--- src/rtl/pim_weight_loader.sv ---
// Weight-programming front end: assembles one crossbar column of weights into
// high/low byte-plane buffers, then holds a program pulse at the column address.
module pim_weight_loader #(
  parameter int INPUT_SIZE = 100,
  parameter int DEPTH      = 100,
  parameter int DATA_WIDTH = 16,
  parameter int WR_CYCLES  = 4,
  localparam int AW = (DEPTH > 1) ? $clog2(DEPTH) : 1,
  localparam int PW = DATA_WIDTH / 2
) (
  input  logic                     clk_i,
  input  logic                     rst_i,
  input  logic                     start_i,
  input  logic [AW-1:0]            start_addr_i,
  input  logic [AW-1:0]            end_addr_i,
  input  logic                     w_valid_i,
  input  logic [DATA_WIDTH-1:0]    w_data_i,
  output logic                     w_ready_o,
  output logic                     xb_wr_en_o,
  output logic [AW-1:0]            xb_addr_o,
  output logic [INPUT_SIZE*PW-1:0] xb_data_H_o,
  output logic [INPUT_SIZE*PW-1:0] xb_data_L_o,
  output logic                     busy_o,
  output logic                     done_o
);

  localparam int RW = (INPUT_SIZE > 1) ? $clog2(INPUT_SIZE) : 1;
  localparam int CW = (WR_CYCLES > 1) ? $clog2(WR_CYCLES) : 1;
  localparam logic [RW-1:0] ROW_LAST   = RW'(INPUT_SIZE - 1);
  localparam logic [CW-1:0] PULSE_LAST = CW'(WR_CYCLES - 1);
  localparam logic [AW-1:0] COL_LAST   = AW'(DEPTH - 1);

  typedef enum logic [1:0] {IDLE, FILL, PROG, DONE} state_e;

  state_e          state_q, state_d;
  logic [AW-1:0]   col_q, col_d;
  logic [AW-1:0]   end_q, end_d;
  logic [RW-1:0]   row_q, row_d;
  logic [CW-1:0]   pulse_q, pulse_d;
  logic            wr_en_q, wr_en_d;
  logic            busy_q, busy_d;
  logic            done_q, done_d;
  logic            ready;
  logic            xfer;
  logic [PW-1:0]   bufH_q [INPUT_SIZE];
  logic [PW-1:0]   bufL_q [INPUT_SIZE];

  always_ff @(posedge clk_i) begin
    if (!rst_i) state_q <= IDLE;
    else        state_q <= state_d;
  end

  always_comb begin
    state_d = state_q;
    col_d   = col_q;
    end_d   = end_q;
    row_d   = row_q;
    pulse_d = pulse_q;
    ready   = 1'b0;
    xfer    = 1'b0;
    case (state_q)
      IDLE: begin
        if (start_i) begin
          col_d   = start_addr_i;
          end_d   = end_addr_i;
          row_d   = '0;
          state_d = FILL;
        end
      end
      FILL: begin
        ready = 1'b1;
        if (w_valid_i) begin
          xfer = 1'b1;
          if (row_q == ROW_LAST) begin
            row_d   = '0;
            pulse_d = '0;
            state_d = PROG;
          end else begin
            row_d = row_q + RW'(1);
          end
        end
      end
      PROG: begin
        if (pulse_q == PULSE_LAST) begin
          pulse_d = '0;
          if (col_q == end_q) begin
            state_d = DONE;
          end else begin
            // Column addresses wrap modulo DEPTH, not modulo 2**AW.
            col_d   = (col_q == COL_LAST) ? '0 : col_q + AW'(1);
            state_d = FILL;
          end
        end else begin
          pulse_d = pulse_q + CW'(1);
        end
      end
      DONE: state_d = IDLE;
      default: state_d = IDLE;
    endcase
    wr_en_d = (state_d == PROG);
    busy_d  = (state_d != IDLE);
    done_d  = (state_d == DONE);
  end

  always_ff @(posedge clk_i) begin
    if (!rst_i) begin
      col_q   <= '0;
      end_q   <= '0;
      row_q   <= '0;
      pulse_q <= '0;
      wr_en_q <= 1'b0;
      busy_q  <= 1'b0;
      done_q  <= 1'b0;
    end else begin
      col_q   <= col_d;
      end_q   <= end_d;
      row_q   <= row_d;
      pulse_q <= pulse_d;
      wr_en_q <= wr_en_d;
      busy_q  <= busy_d;
      done_q  <= done_d;
    end
  end

  always_ff @(posedge clk_i) begin
    if (!rst_i) begin
      for (int k = 0; k < INPUT_SIZE; k++) begin
        bufH_q[k] <= '0;
        bufL_q[k] <= '0;
      end
    end else if (xfer) begin
      bufH_q[row_q] <= w_data_i[DATA_WIDTH-1:PW];
      bufL_q[row_q] <= w_data_i[PW-1:0];
    end
  end

  for (genvar g = 0; g < INPUT_SIZE; g++) begin : g_planes
    assign xb_data_H_o[g*PW +: PW] = bufH_q[g];
    assign xb_data_L_o[g*PW +: PW] = bufL_q[g];
  end

  assign w_ready_o  = ready;
  assign xb_wr_en_o = wr_en_q;
  assign xb_addr_o  = col_q;
  assign busy_o     = busy_q;
  assign done_o     = done_q;

endmodule

--- config.mk ---
export PLATFORM = sky130hd
export DESIGN_NAME = pim_weight_loader
export DESIGN_NICKNAME = d
export VERILOG_FILES = /design/src/rtl/pim_weight_loader.sv
export SDC_FILE = /design/constraint.sdc
export NUM_CORES = 2
export LEC_CHECK = 0
export BUFFER_PORTS_ARGS = -buffer_cell sky130_fd_sc_hd__clkbuf_2
export CAP_MARGIN = 20
export CORE_AREA = 2 2 646 648
export DETAILED_ROUTE_END_ITERATION = 16
export DIE_AREA = 0 0 648 650
export GPL_TIMING_DRIVEN = 0
export PLACE_DENSITY = 0.42
export SLEW_MARGIN = 5
export SYNTH_ARGS = -nofsm -noshare
export SYNTH_HDL_FRONTEND = slang
export SYNTH_SLANG_ARGS = --single-unit
export TNS_END_PERCENT = 30
--- constraint.sdc ---
create_clock -name clk_i -period 3.7 [get_ports clk_i]
set_clock_uncertainty 0.05 [all_clocks]
set_input_delay 0.74 -clock clk_i [delete_from_list [all_inputs] [get_ports clk_i]]
set_output_delay 0.74 -clock clk_i [all_outputs]
set_load 0.05 [all_outputs]
# After elaboration in Yosys (flattened, before gate mapping)
# Memories as Yosys holds them, arrays and structs flattened.
# Index checks and enable logic that the tools add are counted.
# word_totals
reg_bits,28
mem_bits_rw,1600
inputBits,34
wordCells,70
n_memories,2
# classes
n_addsub,3
eq_ne,14
muxes,32
n_reduce_logical,11
# mem_list
memory,depth,word_bits,rd,rd_ports_with_merged_regs,wr,line,rtl
bufH_q,100,8,100,0,100,45,logic [PW-1:0] bufH_q [INPUT_SIZE];
bufL_q,100,8,100,0,100,46,logic [PW-1:0] bufL_q [INPUT_SIZE];
# ops
operator,n
$mux 7,9
$pmux 7 s2,2
$mux 2,8
$mux 8,2
$reduce_or 8->1,2
$add 7x1->7 const B,2
$eq 7x7->1 const B,2
$eq 2x2->1 const B,5
$ne 2x2->1 const B,5
$mux 1,9
$pmux 2 s4,1
$reduce_bool 2->1,4
$eq 7x7->1,1
$reduce_and 3->1,2
$pmux 2 s2,1
$reduce_and 4->1,1
$add 2x1->2 const B,1
$eq 2x1->1 const B,1
$logic_not 2->1,1
$reduce_and 2->1,1

# Logic depth before layout (Yosys ltp)
# logic_depth
depth_word,7
ltp_mapped,8
depth_no_buf,6

# Worst setup path before layout
# OpenSTA, ideal clock, no wires.
# synth_path
path_type,in2reg
startpoint,in rst_i
endpoint,"mem bufH_q[30][0] in the netlist's numbering, enable pin"
setup_time_ps,411
arrival_ps,2804
required_time_ps,3239
setup_slack_ps,435
stages,6
path_buffers,2
cell_sequence,nand2_1 > nor3_4 > nand3_2 > buf_2 > clkbuf_1 > o21ai_0
# synth_rtl
item,line,rtl
start: declaration,12,"input logic rst_i,"
end: declaration,45,

==> out/results.tsv <==
metric	value	unit
outcome	complete, but fails checks	
violations	setup timing	
final_cell_area	87770	um^2
arrival	4230	ps
netlist_area	61910	um^2
vias_per_cell	3.606	
final.min_clock_period	3713	ps
die_x	648	um
synthAdderAreaFrac	0.06063	%
synth_nets	3956	
setup_viol	8	
p_int	0.03286	W
synth.distinct_cells	42	
synth_top_family_by_area	simple AND/OR/NAND/NOR gates	
timing_hold_violations_final	0	
post_drt_wl_per_cell	33.01	um
gp_congestion	0.8465	
fillCellCount	44558	
ir_worst_vdd	398.9	uV
p_clk_share	40.7	%
antenna_found_initial	77	
relSlewSlack	22.90	%
placed_cells	11207	
clockBufferDepth	4	
p_comb_share	13.6	%
rsz0062_at_grt	true	
synthToLayoutAreaGrowth	41.77	%
place.detailed.hpwl	309.5	mm
vias	42072	
mostFrequentLayoutCells	clkbuf_2, and2_1, edfxtp_1, clkbuf_1, clkbuf_16	
leakage	33.43	nW
grt_max_degree	17	
synth_cells	3919	
drcViolationCount	0	
final.period_utilization	100.4	%
ys_warn_count	0	
ys.flop_type	edfxtp_1	
nets	5972	
grt_overflow_total	0	
cts_tree	built	
cts.sinks	1628	
end_kind	flop	
cts_max_level	4	
drt_first_pass_iters	5	
critPathMaxFanout	9	
swShare	29.86	%
port_buffers	1628	
grt_pass1_wl	475.1	mm
drive_above_1_share	38.89	%
die_y	650	um
dieArea	421200	um^2
timing_worst_slew_pin_value	1156	ps
rows	237	
wl	385.1	mm
io_pins	1645	
initialDrtViolationCount	3490	
ant_nets	0	
ys_seq_area_share	78.51	%
clk_pin_slew	60	ps
layout.cells.most_common	clkbuf_2	
insertion_delay	920	ps
maxSlewViolCount	0	
synth_xor_area_share	0.2263	%
cp-start-kind	flop	
ys_ff_latch	1628	
fmax	0.2693	GHz
powerDensity	533.7	nW/um^2
cts-root-buf	clkbuf_16	
power_switching	0.01399	W
initial_core_util	14.92	%
cp_data_required_time	4210	ps
setup_ws	-13.00	ps
seqPwrFrac	45.6	%
core	414900	um^2
synthMuxAreaShare	0.1293	%
synth_compound_area_share	1.065	%
synth_enable_flop_cells	1600	
yosys.area_share.simple	17.95	%
cts_buffers	195	
place_area	80750	um^2
grt_pass1_vias	41538	
crit_type	reg2reg	
hp-class	in2reg	
ys_async_sr_fraction	0	%
cap_viol_max_count	0	
instances_no_fill	11667	
syn_area_per_cell	15.80	um^2
groute.usage.overall	17.64	%
## registers in the layout, indices dropped and copies added (netlist names)
name and flops:
row_q 7, busy_o 1, state_q 2, bufH_q 800
done_o 1, xb_wr_en_o 1, bufL_q 800, end_q 7
xb_addr_o 7, pulse_q 2
## critical path, stage by stage, from the launching register on
cell and delay [ps]:
dfxtp_1 550, nor2b_1 540, nand2_8 270, buf_2 410, buf_12 230, buf_4 290, buf_12 200, o21ai_4 370
buf_8 230
## logic make-up (layout without fill, tap and decap cells)
logic type,count (synthesis),in the layout
flip-flops,1628,1628
AO/OA/AOI/OAI,125,125
other,0,83
buffers and inverters,330,2498
AND/OR/NAND/NOR,1809,1809
XOR/XNOR,16,16
adder cells (fa/ha/maj),3,3
multiplexers,8,8
## synthesized netlist by cell type, types with 3 or more instances
master       n  area share, %
o31ai_1      6          0.073
nand3_1     11          0.089
nor2b_1     14           0.14
clkbuf_2     5          0.040
xnor2_1     12           0.17
and2_1    1601             16
buf_2       12          0.097
o21ai_0    107           0.86
nand4_1      4          0.040
nor2_2      54           0.55
xor2_1       4          0.057
dfxtp_1     28           0.91
clkbuf_1   290            1.8
ha_1         3          0.061
buf_1       18           0.11
nand2b_1     4          0.040
nor2_1      59           0.36
nand2_1     38           0.23
nand2_2      5          0.051
edfxtp_1  1600             78
a21oi_1      5          0.040
and3_1       4          0.040
mux2i_1      8           0.13
## worst paths after layout
path                                         startpoint                           to  slack [ps]  cells after the start
worst max-delay path              row_q[1]$_SDFFE_PN0P_  bufH_q[59][7]$_SDFFCE_PN0P_         -10                      8
worst min-delay path                      end_addr_i[0]        end_q[0]$_SDFFE_PN0P_         110                      3
worst max register to register    row_q[1]$_SDFFE_PN0P_  bufH_q[59][7]$_SDFFCE_PN0P_         -10                      8
worst min register to register  pulse_q[1]$_SDFFE_PN0P_      pulse_q[1]$_SDFFE_PN0P_         480                      2
## repair_timing
action                     in CTS  in global routing
buffers inserted               17                  3
setup endpoints to repair    1125                162
resized for setup              40                  9
pin swaps                      15                  1
hold endpoints to repair        4                  0
hold buffers                    4                  0
## power by group through the flow
stage	registers (W)	logic (W)	clock network, W
after floorplan	0.0248	0.000512	0
after global placement	0.0218	0.00607	0
after global routing	0.0214	0.00651	0.0202
final	0.0214	0.00638	0.0191
after detailed placement	0.0218	0.00644	0
after CTS	0.0214	0.00649	0.0195
## cell type report
type                            instances  area (um^2)  area share, %
Clock buffer                          242         5120          5.833
Antenna cell                           83        207.7         0.2366
Inverter                                2        7.507       0.008553
Buffer                                327         1381          1.574
Clock inverter                        107         1040          1.185
Multi-Input combinational cell       1961        12930          14.73
Tap cell                             5497         6878          7.836
Timing Repair Buffer                 1820        11600          13.22
Sequential cell                      1628        48610          55.38
## stage by stage
stage               utilization (%)  hold WS, ps  setup WS, ps  TNS [ps]  power (W)
finish                        21.16        114.2        -13.00    -43.83    0.04684
global route                  21.12        36.28        -19.83    -32.04    0.04814
CTS                           21.08        2.919        -172.7     -5391    0.04742
detailed placement            19.47        466.5         -1059   -839710    0.02820
global placement              18.55        436.7         -5449  -7009390    0.02791
floorplan                         -        405.9         435.1         0    0.02532
## per-layer routing
layer	wire, um	track usage [%]	vias up
met5	11	0	-
met1	147000	20.37	21934
met3	27900	4.459	428
met2	198500	31.84	2048
met4	11740	5.073	2
li1	-	-	17660
No activity file was read; power rests on OpenSTA's default activity.
